[config.mk]
export PLATFORM = sky130hd
export DESIGN_NAME = sram_rec_ctrl
export DESIGN_NICKNAME = d
export VERILOG_FILES = /design/src/rtl/sram_rec_ctrl.sv
export SDC_FILE = /design/constraint.sdc
export NUM_CORES = 1
export LEC_CHECK = 0
export ABC_CLOCK_PERIOD_IN_PS = 2700
export BUFFER_PORTS_ARGS = -buffer_cell sky130_fd_sc_hd__buf_2
export CAP_MARGIN = 25
export CORE_ASPECT_RATIO = 0.9
export CORE_MARGIN = 1.5
export CORE_UTILIZATION = 52
export DETAILED_ROUTE_END_ITERATION = 10
export GPL_TIMING_DRIVEN = 0
export PLACE_DENSITY = 0.89
export SYNTH_ARGS = -nofsm -noshare
export SYNTH_HDL_FRONTEND = slang
export SYNTH_SLANG_ARGS = --single-unit
[constraint.sdc]
create_clock -name clk -period 2.7 [get_ports clk]
set_input_delay 0 -clock clk [delete_from_list [all_inputs] [get_ports clk]]
set_output_delay 0 -clock clk [all_outputs]
set_load 0.02 [all_outputs]
[src/rtl/sram_rec_ctrl.sv]
// Record/playback sequencer driving the SRAM codec stage: timed write cycles at incrementing
// addresses on ADC samples, timed read cycles on DAC requests, with pause/stop control.
module sram_rec_ctrl #(
  parameter int ADDR_W  = 18,
  parameter int DATA_W  = 16,
  parameter int WR_HOLD = 2,
  parameter int RD_LAT  = 3
) (
  input  logic              clk,
  input  logic              rst_n,
  input  logic              cmd_record,
  input  logic              cmd_play,
  input  logic              cmd_pause,
  input  logic              cmd_stop,
  input  logic              adc_valid,
  input  logic [DATA_W-1:0] adc_data,
  input  logic              dac_req,
  output logic [DATA_W-1:0] dac_data,
  output logic              dac_valid,
  output logic              play_done,
  output logic              write,
  output logic              read,
  output logic              on,
  output logic [ADDR_W-1:0] addr,
  output logic [DATA_W-1:0] sram_dout,
  output logic              sram_dout_en,
  input  logic [DATA_W-1:0] sram_din,
  output logic [ADDR_W:0]   rec_len,
  output logic              full,
  output logic              overrun,
  output logic [2:0]        mode
);

  typedef enum logic [2:0] {
    ST_IDLE       = 3'd0,
    ST_REC_WAIT   = 3'd1,
    ST_REC_WR     = 3'd2,
    ST_REC_PAUSE  = 3'd3,
    ST_PLAY_WAIT  = 3'd4,
    ST_PLAY_RD    = 3'd5,
    ST_PLAY_PAUSE = 3'd6
  } state_t;

  localparam int MAX_LAT = (WR_HOLD > RD_LAT) ? WR_HOLD : RD_LAT;
  localparam int CNT_W   = (MAX_LAT > 1) ? $clog2(MAX_LAT) : 1;
  localparam logic [CNT_W-1:0]  WR_LAST  = CNT_W'(WR_HOLD - 1);
  localparam logic [CNT_W-1:0]  RD_LAST  = CNT_W'(RD_LAT - 1);
  localparam logic [CNT_W-1:0]  CNT_ONE  = CNT_W'(1);
  localparam logic [ADDR_W-1:0] ADDR_ONE = ADDR_W'(1);
  localparam logic [ADDR_W:0]   LEN_ONE  = (ADDR_W+1)'(1);

  state_t              r_state;
  state_t              w_state_nxt;
  logic [CNT_W-1:0]    r_cnt;
  logic                r_pause_pend;
  logic [ADDR_W-1:0]   r_addr;
  logic [ADDR_W:0]     r_rec_len;
  logic [DATA_W-1:0]   r_sram_dout;
  logic [DATA_W-1:0]   r_dac_data;
  logic                r_dac_valid;
  logic                r_play_done;
  logic                r_write;
  logic                r_read;
  logic                r_on;
  logic                r_full;
  logic                r_overrun;

  logic [CNT_W-1:0]    w_cnt_nxt;
  logic                w_pend_nxt;
  logic [ADDR_W-1:0]   w_addr_nxt;
  logic [ADDR_W:0]     w_rec_len_nxt;
  logic [DATA_W-1:0]   w_sram_dout_nxt;
  logic [DATA_W-1:0]   w_dac_data_nxt;
  logic                w_dac_valid_nxt;
  logic                w_play_done_nxt;
  logic                w_full_nxt;
  logic                w_overrun_nxt;

  logic w_wr_end;
  logic w_rd_end;
  logic w_pend_eff;
  logic w_addr_last;
  logic w_play_end;

  assign w_wr_end    = (r_state == ST_REC_WR)  && (r_cnt == WR_LAST);
  assign w_rd_end    = (r_state == ST_PLAY_RD) && (r_cnt == RD_LAST);
  // A pause pulse on the final access cycle still counts (or cancels a pending one).
  assign w_pend_eff  = r_pause_pend ^ cmd_pause;
  assign w_addr_last = &r_addr;
  assign w_play_end  = ({1'b0, r_addr} == r_rec_len);

  always_ff @(posedge clk or negedge rst_n) begin
    if (!rst_n) begin
      r_state <= ST_IDLE;
    end else begin
      r_state <= w_state_nxt;
    end
  end

  always_comb begin
    w_state_nxt = r_state;
    if (cmd_stop) begin
      w_state_nxt = ST_IDLE;
    end else begin
      case (r_state)
        ST_IDLE: begin
          if (cmd_record)                        w_state_nxt = ST_REC_WAIT;
          else if (cmd_play && (r_rec_len != '0)) w_state_nxt = ST_PLAY_WAIT;
        end
        ST_REC_WAIT: begin
          if (cmd_pause)      w_state_nxt = ST_REC_PAUSE;
          else if (adc_valid) w_state_nxt = ST_REC_WR;
        end
        ST_REC_WR: begin
          if (w_wr_end) begin
            if (w_addr_last)     w_state_nxt = ST_IDLE;
            else if (w_pend_eff) w_state_nxt = ST_REC_PAUSE;
            else                 w_state_nxt = ST_REC_WAIT;
          end
        end
        ST_REC_PAUSE: begin
          if (cmd_pause) w_state_nxt = ST_REC_WAIT;
        end
        ST_PLAY_WAIT: begin
          if (cmd_pause)    w_state_nxt = ST_PLAY_PAUSE;
          else if (dac_req) w_state_nxt = w_play_end ? ST_IDLE : ST_PLAY_RD;
        end
        ST_PLAY_RD: begin
          if (w_rd_end) w_state_nxt = w_pend_eff ? ST_PLAY_PAUSE : ST_PLAY_WAIT;
        end
        ST_PLAY_PAUSE: begin
          if (cmd_pause) w_state_nxt = ST_PLAY_WAIT;
        end
        default: w_state_nxt = ST_IDLE;
      endcase
    end
  end

  always_comb begin
    w_cnt_nxt       = '0;
    w_pend_nxt      = 1'b0;
    w_addr_nxt      = r_addr;
    w_rec_len_nxt   = r_rec_len;
    w_sram_dout_nxt = r_sram_dout;
    w_dac_data_nxt  = r_dac_data;
    w_dac_valid_nxt = 1'b0;
    w_play_done_nxt = 1'b0;
    w_full_nxt      = r_full;
    w_overrun_nxt   = r_overrun;
    if (!cmd_stop) begin
      case (r_state)
        ST_IDLE: begin
          if (cmd_record) begin
            w_addr_nxt    = '0;
            w_rec_len_nxt = '0;
            w_full_nxt    = 1'b0;
            w_overrun_nxt = 1'b0;
          end else if (cmd_play) begin
            if (r_rec_len == '0) begin
              w_play_done_nxt = 1'b1;
            end else begin
              w_addr_nxt    = '0;
              w_overrun_nxt = 1'b0;
            end
          end
        end
        ST_REC_WAIT: begin
          if (!cmd_pause && adc_valid) w_sram_dout_nxt = adc_data;
        end
        ST_REC_WR: begin
          if (adc_valid) w_overrun_nxt = 1'b1;
          if (w_wr_end) begin
            w_rec_len_nxt = {1'b0, r_addr} + LEN_ONE;
            if (w_addr_last) w_full_nxt = 1'b1;
            else             w_addr_nxt = r_addr + ADDR_ONE;
          end else begin
            w_cnt_nxt  = r_cnt + CNT_ONE;
            w_pend_nxt = w_pend_eff;
          end
        end
        ST_PLAY_WAIT: begin
          if (!cmd_pause && dac_req && w_play_end) w_play_done_nxt = 1'b1;
        end
        ST_PLAY_RD: begin
          if (dac_req) w_overrun_nxt = 1'b1;
          if (w_rd_end) begin
            w_dac_data_nxt  = sram_din;
            w_dac_valid_nxt = 1'b1;
            w_addr_nxt      = r_addr + ADDR_ONE;
          end else begin
            w_cnt_nxt  = r_cnt + CNT_ONE;
            w_pend_nxt = w_pend_eff;
          end
        end
        default: ;
      endcase
    end
  end

  // Strobes follow the next state, so write/read drop on the same edge that ends the access.
  always_ff @(posedge clk or negedge rst_n) begin
    if (!rst_n) begin
      r_cnt        <= '0;
      r_pause_pend <= 1'b0;
      r_addr       <= '0;
      r_rec_len    <= '0;
      r_sram_dout  <= '0;
      r_dac_data   <= '0;
      r_dac_valid  <= 1'b0;
      r_play_done  <= 1'b0;
      r_write      <= 1'b0;
      r_read       <= 1'b0;
      r_on         <= 1'b0;
      r_full       <= 1'b0;
      r_overrun    <= 1'b0;
    end else begin
      r_cnt        <= w_cnt_nxt;
      r_pause_pend <= w_pend_nxt;
      r_addr       <= w_addr_nxt;
      r_rec_len    <= w_rec_len_nxt;
      r_sram_dout  <= w_sram_dout_nxt;
      r_dac_data   <= w_dac_data_nxt;
      r_dac_valid  <= w_dac_valid_nxt;
      r_play_done  <= w_play_done_nxt;
      r_write      <= (w_state_nxt == ST_REC_WR);
      r_read       <= (w_state_nxt == ST_PLAY_RD);
      r_on         <= (w_state_nxt != ST_IDLE);
      r_full       <= w_full_nxt;
      r_overrun    <= w_overrun_nxt;
    end
  end

  assign mode         = r_state;
  assign addr         = r_addr;
  assign rec_len      = r_rec_len;
  assign sram_dout    = r_sram_dout;
  assign sram_dout_en = r_write;
  assign write        = r_write;
  assign read         = r_read;
  assign on           = r_on;
  assign dac_data     = r_dac_data;
  assign dac_valid    = r_dac_valid;
  assign play_done    = r_play_done;
  assign full         = r_full;
  assign overrun      = r_overrun;

endmodule

# [Yosys cells after proc, flatten, opt, wreduce, memory -nomap -nowiden]
# Cells that the tools add are included.
[classes] addsub=3 eq_ne=20 n_mux=53 n_bitwise=2 reduce_logical=20
[op_table] op="18-bit two-way mux" count=6
[op_table] op="18-bit case mux with 3 select lines" count=1
[op_table] op="19-bit two-way mux" count=2
[op_table] op="19-bit case mux with 2 select lines" count=1
[op_table] op="3-bit two-way mux" count=12
[op_table] op="3-bit case mux with 7 select lines" count=1
[op_table] op="18-bit by 1-bit adder with 19-bit output, second input constant" count=1
[op_table] op="18-bit by 19-bit equality test with 1-bit output" count=1
[op_table] op="19-bit zero test" count=1
[op_table] op="1-bit two-way mux" count=19
[op_table] op="19-bit nonzero test" count=1
[op_table] op="18-bit by 1-bit adder with 18-bit output, second input constant" count=1
[op_table] op="18-bit AND reduction" count=1
[op_table] op="2-bit inequality test, second input constant" count=7
[op_table] op="3-bit equality test, second input constant" count=4
[op_table] op="2-bit two-way mux" count=6
[op_table] op="3-bit by 2-bit equality test with 1-bit output, second input constant" count=3
[op_table] op="7-bit AND reduction" count=1
[op_table] op="1-bit logical AND" count=6
[op_table] op="3-bit inequality test, second input constant" count=2
[op_table] op="1-bit case mux with 2 select lines" count=3
[op_table] op="3-bit AND reduction" count=2
[op_table] op="6-bit AND reduction" count=1
[op_table] op="3-bit nonzero test" count=2
[op_table] op="13 further kinds" count=13
[word_totals] register_bits=82 output_inout_bits=80 wordCells=112

# [Depth between registers and ports, before layout]
# Gate-level depths: netlist of the first run.
[logic_depth] depth_word=7 depth_mapped=8 mapped_depth_nobuf=7

# [Least setup slack after synthesis of the first run]
# OpenSTA, ideal clock, no wires.
[synth_timing] path_kind="register to register" from="register r_addr[0], in the netlist addr[0]" to="register r_addr[11], in the netlist addr[11]" setup_ns=0.092 arrival_time_ns=2.133 slack_ns=0.475 path_stages_with_launch=9 n_path_buf=1 cell_sequence="dfrtp_1 ha_1 nand2_1 nor4_4 and3_1 a211o_2 or2_4 buf_6 o31ai_2"
[synth_via] elab_chain_cells=4 word_cells_on_any_way=8 classes_between="1 x add/sub; 1 x eq/ne; 4 x mux; 2 x reduce/logical"
[synth_rtl] item="from (decl)" line="56" source="logic [ADDR_W-1:0] r_addr;"
[synth_rtl] item="from (signal assigned)" line="219" source="r_addr <= w_addr_nxt;"
[synth_rtl] item="18-bit by 1-bit adder with 18-bit output" line="175, 189"
[synth_rtl] item="18-bit two-way mux" line="174" source="if (w_addr_last) w_full_nxt = 1'b1;"
[synth_rtl] item="18-bit two-way mux" line="172" source="if (w_wr_end) begin"
[synth_rtl] item="18-bit case mux with 3 select lines" line="151" source="case (r_state)"
# Several ways; a longest one is shown, not always the timed one. The select of a mux whose other input is x is not followed.
# A chain may end at the register's enable or synchronous reset.

# [Worst setup path in the final report of the first run]
[layout_timing] from="register r_addr[0], in the netlist addr[0]" to="register r_addr[9], in the netlist addr[9]"
# The elaborated chain is that of the path after synthesis.

==> results.py, run 1 <==
metrics = {
    "placed_design": {
        "placed_cell_area_um2": 4797,
        "gp_congestion": 0.9099,
        "pre_cts_slack_ns": 0.1974,
        "hpwl_um": 7715,
        "numPortBuffers": 119,
    },
    "power_and_ir_drop": {
        "internal-power_uw": 2584,
        "power_density_nw_per_um2": 723.5,
        "comb_power_share_pct": 31.1,
        "p_clk_share_pct": 29.7,
        "pwr-share-seq_pct": 39.2,
        "netSwitchingFraction_pct": 34.14,
        "p_switching_uw": 1339,
        "ir_worst_vdd_mv": 0.5231,
        "p_leak_uw": 0.002630,
    },
    "floorplanning": {
        "coreArea_um2": 7545,
        "die_area_um2": 8346,
        "die_h_um": 86.82,
        "fp-row-count": 30,
        "ioPinCount": 120,
        "start_util_pct": 53.80,
        "fp.dieW_um": 96.13,
    },
    "job": {
        "maxCapViolations": 0,
    },
    "route": {
        "first_iter_violations": 284,
        "drcViolationCount": 0,
        "postRouteAntennaNets": 0,
        "vias": 3735,
        "wl_per_cell_um": 18.26,
        "wl_um": 11900,
        "viasPerCell": 5.729,
        "first_pass_iters": 8,
    },
    "yosys": {
        "synth_edf_count": 0,
        "synth_top_area_share_pct": 50.55,
        "ys.flop_type": "dfrtp_1",
        "syn-mean-instance-area_um2": 10.57,
        "syn-instance-count": 384,
        "yosysSeqAreaShare_pct": 50.55,
        "synth.distinct_cells": 52,
        "synth_area_um2": 4059,
        "async_flop_share_pct": 100.0,
        "syn_nets": 425,
        "ys_ff_latch": 82,
        "ys_warn_count": 0,
        "yosysTopAreaCell": "dfrtp_1",
        "synth_area_leaders": "dfrtp_1 (51%), mux2_2 (8.9%), xnor2_1 (4.5%)",
    },
    "global_route": {
        "antenna_found_initial": 0,
        "use_met2_pct": 49.74,
        "grt_first_pass_wirelength_um": 18320,
        "grt_pass1_vias": 3612,
        "overflow": 0,
        "grt_util_met1_pct": 35.70,
        "grt_max_degree": 45,
        "busiest_layer": "met2",
        "use_met3_pct": 7.193,
        "grtUsageTotal_pct": 29.44,
    },
    "sta": {
        "period_needed_ns": 2.500,
        "holdWs_ns": 0.01662,
        "finalHoldViolations": 0,
        "setup_viol": 0,
        "finalCritPeriodShare_pct": 92.61,
        "finClkSkew_ns": 0.007744,
        "slew_headroom_pct": 54.72,
        "max_freq_mhz": 399.9,
        "tns_ns": 0,
        "finalWorstSetupSlack_ns": 0.1995,
        "final_max_slew_viol_count": 0,
        "rsz0062_at_grt": "false",
        "worst_pin_slew_ns": 0.6730,
    },
    "setup_path": {
        "path_buf_inv": 0,
        "r2r_start": "addr[0]",
        "crit_chain": "ha_1 > nand2_1 > nor4_4 > and3_1 > a211o_2 > or2_4 > o41ai_1",
        "worst_setup_path_start_kind": "flip-flop",
        "crit_family": "simple AND/OR/NAND/NOR gates",
        "worstSetupPathType": "reg2reg",
        "critPathMaxFanout": 8,
        "crit_start": "addr[0]",
        "critPathRequiredTime_ns": 2.93,
        "critPathMaxStageDelay_ns": 0.46,
        "endpoint_kind": "flip-flop",
        "arrival_ns": 2.73,
        "crit_path_top_delay_cell": "dfrtp_1",
    },
    "status": {
        "status": "finished, final reports clean",
    },
    "clocking": {
        "clkTransAtPathRegs_ns": 0.08,
        "htreeDepth": 3,
        "cts_setup_buffers": 0,
        "root_buffer": "clkbuf_8",
        "cts_buffers": 9,
        "tritoncts": "built",
        "clk_latency_ns": 0.36,
        "clkSinkCount": 82,
        "cts_buffer_depth": 2,
    },
    "final_layout": {
        "syn_to_final_growth_pct": 33.60,
        "layout.nets": 592,
        "fillers": 519,
        "diodes": 0,
        "design_area_um2": 5423,
        "utilization_pct": 71.87,
        "drive_gt1_share_pct": 35.61,
    },
    "min_path": {
        "hold_start": "cmd_record",
        "hold_class": "in2reg",
    },
}
## per-layer routing
layer	wire length, um	part of all wire, %
met5	0	0
met4	297	2.5
met3	1107	9.3
met2	5721	48
met1	4777	40
## synthesized netlist by cell type (2+ instances only)
library cell / instances
nor2_1: 22
inv_1: 3
nor4_1: 7
o31ai_2: 6
nand3_1: 9
buf_4: 2
a31o_2: 2
nor3b_1: 2
o31ai_1: 5
buf_1: 3
nand2b_1: 5
o21ai_0: 35
dfrtp_1: 82
o21a_1: 2
and3_1: 2
o21ai_1: 5
xor2_1: 16
o41ai_1: 4
mux2_2: 32
a21oi_1: 10
nand2_1: 40
buf_2: 12
nand3b_1: 4
or3_1: 2
a31oi_1: 2
xnor2_1: 21
nor3_1: 5
clkbuf_1: 7
nand4_1: 9
nor2b_1: 5
a21o_1: 2
## cell families after synthesis
| logic type | count (synthesis) | synth area share (%) |
|---|---|---|
| flops | 82 | 50.55 |
| compound gates | 79 | 12.64 |
| simple gates | 124 | 16.18 |
| fa+ha+maj | 1 | 0.3082 |
| mux | 32 | 8.878 |
| buf+inv | 29 | 3.452 |
| xor+xnor | 37 | 7.984 |
## worst register-to-register path: stages, from the launching register on
cell and delay, ns:
dfrtp_1 0.46, ha_1 0.31, nand2_1 0.25, nor4_4 0.11
and3_1 0.18, a211o_2 0.38, or2_4 0.28, o41ai_1 0.40
## cells in the final DEF (no fill, tap or decap), types with 5 or more instances in the layout
master,n
nand2_1,40
nor2b_1,5
dlygate4sd3_1,36
nor4_1,7
nor3_1,5
dfrtp_1,82
nor2_1,22
nand4_1,9
nand2b_1,5
o31ai_1,5
nand3_1,9
a21oi_1,10
o21ai_1,5
clkbuf_1,8
o31ai_2,6
clkbuf_8,9
o21ai_0,35
xnor2_1,21
mux2_2,32
xor2_1,16
buf_2,130
## layout make-up
cell class	count	area (um2)	area share, %
plain buffers	26	128.9	2.377
clock buffers	10	127.6	2.353
clock inverters	6	137.6	2.538
inverters	3	11.26	0.2077
multi-input cells	273	1867	34.43
flip-flops and latches	82	2052	37.84
well taps	96	120.1	2.215
repair buffers	156	978.4	18.04
## path summary, 6_finish.rpt
| kind | to | slack [ns] | depth (start not counted) |
|---|---|---|---|
| max | addr[9] | 0.20 | 7 |
| min | full | 0.02 | 4 |
| max reg2reg | addr[9] | 0.20 | 7 |
| min reg2reg | sram_dout[8] | 0.51 | 1 |
| max in group asynchronous | addr[16] | 1.95 | 3 |
| min in group asynchronous | sram_dout[12] | 0.15 | 2 |
## what timing repair did
| action | 4_1_cts | 5_1_grt |
|---|---|---|
| hold endpoints to repair | 72 | 0 |
| hold buffers | 36 | 0 |
| gates resized for setup | 0 | 0 |
| setup endpoints to repair | 0 | 2 |
## power groups by stage
stage                     registers [uW]  clock network, uW  logic (uW)
after detailed placement            1550                  0        1140
after floorplan                     1750                  0         529
after CTS                           1520               1190        1190
after global routing                1560               1240        1310
after global placement              1530                  0        1110
final                               1540               1160        1220
## through the flow
stage | total power (uW) | std cells
floorplan | 2276 | 384
global placement | 2643 | 599
detailed placement | 2687 | 600
CTS | 3898 | 652
global route | 4109 | 652
finish | 3923 | 652
## registers in the layout, summed over array words and instances (netlist names), 2 cells and up
| signal | cells |
|---|---|
| addr | 18 |
| dac_data | 16 |
| mode | 3 |
| r_cnt | 2 |
| rec_len | 19 |
| sram_dout | 16 |
Power figures use the tool's default switching activity.
==> run 2: changes to the inputs <==
==> config.mk (replaced) <==
export PLATFORM = sky130hd
export DESIGN_NAME = sram_rec_ctrl
export DESIGN_NICKNAME = d
export VERILOG_FILES = /design/src/rtl/sram_rec_ctrl.sv
export SDC_FILE = /design/constraint.sdc
export NUM_CORES = 1
export LEC_CHECK = 0
export ABC_AREA = 1
export ABC_CLOCK_PERIOD_IN_PS = 3000
export BUFFER_PORTS_ARGS = -buffer_cell sky130_fd_sc_hd__buf_2
export CAP_MARGIN = 25
export CORE_ASPECT_RATIO = 0.9
export CORE_MARGIN = 1.5
export CORE_UTILIZATION = 56
export DETAILED_ROUTE_END_ITERATION = 10
export GPL_TIMING_DRIVEN = 0
export PLACE_DENSITY = 0.94
export SYNTH_ARGS = -nofsm -noshare
export SYNTH_HDL_FRONTEND = slang
export SYNTH_SLANG_ARGS = --single-unit
==> constraint.sdc (replaced) <==
create_clock -name clk -period 3 [get_ports clk]
set_input_delay 0 -clock clk [delete_from_list [all_inputs] [get_ports clk]]
set_output_delay 0 -clock clk [all_outputs]
set_load 0.02 [all_outputs]
==> run 2 against run 1 <==
- first-iteration DRC count is 52% higher
- clock skew is 0.0023 ns higher
- final cell count is 16% higher
- synthesized cell count is 29% higher
- power is 19% lower
- critical path type unchanged
==> results.py, run 2 <==
metrics = {
    "route": {
        "postRouteAntennaNets": 0,
        "drcViolationCount": 0,
        "first_pass_iters": 5,
        "vias": 4246,
        "viasPerCell": 5.609,
        "first_iter_violations": 431,
        "wl_per_cell_um": 16.91,
        "wl_um": 12800,
    },
    "floorplanning": {
        "die_area_um2": 7923,
        "start_util_pct": 58.25,
        "fp-row-count": 29,
        "coreArea_um2": 7112,
        "fp.dieW_um": 93.66,
        "ioPinCount": 120,
        "die_h_um": 84.60,
    },
    "yosys": {
        "synth_edf_count": 0,
        "synthSimpleGateAreaFrac_pct": 26.52,
        "synth_xor_area_share_pct": 3.383,
        "ys_warn_count": 0,
        "muxShareOfSynthArea_pct": 4.349,
        "synth_area_um2": 4143,
        "async_flop_share_pct": 100.0,
        "ys_ff_latch": 82,
        "synth-compound-area-share_pct": 8.668,
        "synth.most_common_cell": "nand2_1",
        "yosysTopAreaCell": "dfrtp_1",
        "syn-instance-count": 495,
        "syn-mean-instance-area_um2": 8.369,
        "synth_top_area_share_pct": 49.53,
        "syn_nets": 536,
        "synthAdderAreaFrac_pct": 0.3020,
        "synth_common_cells": "nand2_1 (163), dfrtp_1 (82), inv_1 (57), nor2_1 (39)",
        "synth.distinct_cells": 39,
        "synth_top_family_by_area": "simple AND/OR/NAND/NOR gates",
        "ys.flop_type": "dfrtp_1",
        "synth_area_leaders": "dfrtp_1 (50%), nand2_1 (15%), inv_1 (5.2%)",
        "yosysSeqAreaShare_pct": 49.53,
    },
    "clocking": {
        "cts_setup_buffers": 0,
        "tritoncts": "built",
        "cts_buffer_depth": 2,
        "htreeDepth": 3,
        "clk_latency_ns": 0.37,
        "cts_buffers": 9,
        "clkTransAtPathRegs_ns": 0.09,
        "cts.repair.resized": 0,
        "root_buffer": "clkbuf_8",
        "clkSinkCount": 82,
    },
    "sta": {
        "worst_pin_slew_ns": 0.5053,
        "period_needed_ns": 2.262,
        "setup_viol": 0,
        "finalHoldViolations": 0,
        "max_freq_mhz": 442.2,
        "slew_headroom_pct": 66.11,
        "finalCritPeriodShare_pct": 75.39,
        "finClkSkew_ns": 0.01001,
        "tns_ns": 0,
        "rsz0062_at_grt": "false",
        "final_max_slew_viol_count": 0,
    },
    "status": {
        "status": "finished, final reports clean",
    },
    "final_layout": {
        "multiInputGateArea_um2": 1790,
        "syn_to_final_growth_pct": 30.96,
        "fillers": 496,
        "design_area_um2": 5425,
        "largest_reg_flops": 19,
        "layout_commonest_cell": "nand2_1",
        "ff_latch_area_um2": 2052,
        "layout.nets": 699,
        "final_cell_count_no_fill": 757,
        "layout_common_cells": "nand2_1 (163), buf_2 (119), dfrtp_1 (82)",
        "drive_gt1_share_pct": 28.51,
    },
    "global_route": {
        "grt_util_met1_pct": 41.58,
        "grtUsageTotal_pct": 33.76,
        "grt_max_degree": 49,
        "antenna_found_initial": 1,
        "use_met3_pct": 8.243,
        "overflow": 0,
        "busiest_layer": "met2",
        "grt_first_pass_wirelength_um": 20260,
        "grt_pass1_vias": 4183,
        "use_met2_pct": 54.15,
    },
    "placed_design": {
        "numPortBuffers": 117,
        "placed_cell_area_um2": 4875,
        "gp_congestion": 0.9359,
        "placed_cells": 706,
        "hpwl_um": 8111,
    },
    "setup_path": {
        "arrival_ns": 2.51,
        "endpoint_kind": "flip-flop",
        "worstSetupPathType": "reg2reg",
        "critPathMaxFanout": 6,
        "worst_setup_path_start_kind": "flip-flop",
        "critPathRequiredTime_ns": 3.24,
    },
    "power_and_ir_drop": {
        "ir_worst_vdd_mv": 0.4216,
        "power_uw": 3179,
        "p_leak_uw": 0.002977,
        "power_density_nw_per_um2": 586.0,
    },
    "job": {
        "maxCapViolations": 0,
    },
    "min_path": {
        "hold_class": "in2reg",
    },
}
## run 2: cell families (layout without fill, tap and decap cells)
kind of cell    count (synthesis)  in the layout
buf+inv                        73            241
compound gates                 57             57
simple gates                  250            250
fa+ha+maj                       1              1
other cells                     0              1
mux                            16             16
xor+xnor                       16             16
flops                          82             82
## run 2: per-layer routing
metal	routed length [um]	vias to the layer above
met5	0	-
met4	660	0
met3	1019	65
met2	6327	259
met1	4792	2004
li1	-	1918
## run 2: report_power, final
group	leakage, uW	switching (uW)	internal, uW
sequential	0.00112	103	1250
combinational	0.00175	606	348
clock	0.000108	467	403
## run 2: worst paths after layout
check / startpoint / endpoint / slack [ns] / cells after the start
setup / recovery: addr[0] / on / 0.74 / 10
setup reg to reg: addr[0] / on / 0.74 / 10
min in group asynchronous: rst_n / sram_dout[9] / 0.12 / 2
hold / removal: cmd_play / play_done / 0.03 / 5
hold reg to reg: r_cnt[0] / r_cnt[0] / 0.45 / 1
max in group asynchronous: rst_n / rec_len[9] / 2.27 / 3
## run 2: worst max-delay path, cell delays in order (launching register included)
cell     delay, ns
dfrtp_1       0.45
ha_1          0.23
nand2_1       0.10
nor3_2        0.34
nand3_2       0.22
nor2_4        0.20
nand2_1       0.10
a31oi_1       0.24
nand2_1       0.08
nand2_1       0.11
nand3_1       0.08
## run 2: metrics by stage
stage                     setup WS [ns]  utilization (%)  hold WS [ns]
after floorplan                   1.067                -       -0.2956
after global placement           0.8675            68.12        0.1921
after detailed placement         0.8060            68.54      -0.02078
after CTS                        0.7884            76.25       0.02291
after global routing             0.5453            76.28       0.04582
final                            0.7384            76.28       0.02956
## run 2: what timing repair did
action | CTS | global route
endpoints found under the setup margin | 0 | 0
hold buffers | 34 | 0
endpoints found under the hold margin | 117 | 0
## run 2: cell type report
type / instances / area share, %
Timing Repair Buffer: 152 / 17.62
Antenna cell: 1 / 0.04613
Tap cell: 93 / 2.145
Sequential cell: 82 / 37.82
Buffer: 10 / 1.130
Multi-Input combinational cell: 340 / 33.00
Clock inverter: 7 / 1.545
Clock buffer: 9 / 2.283
Inverter: 63 / 4.405
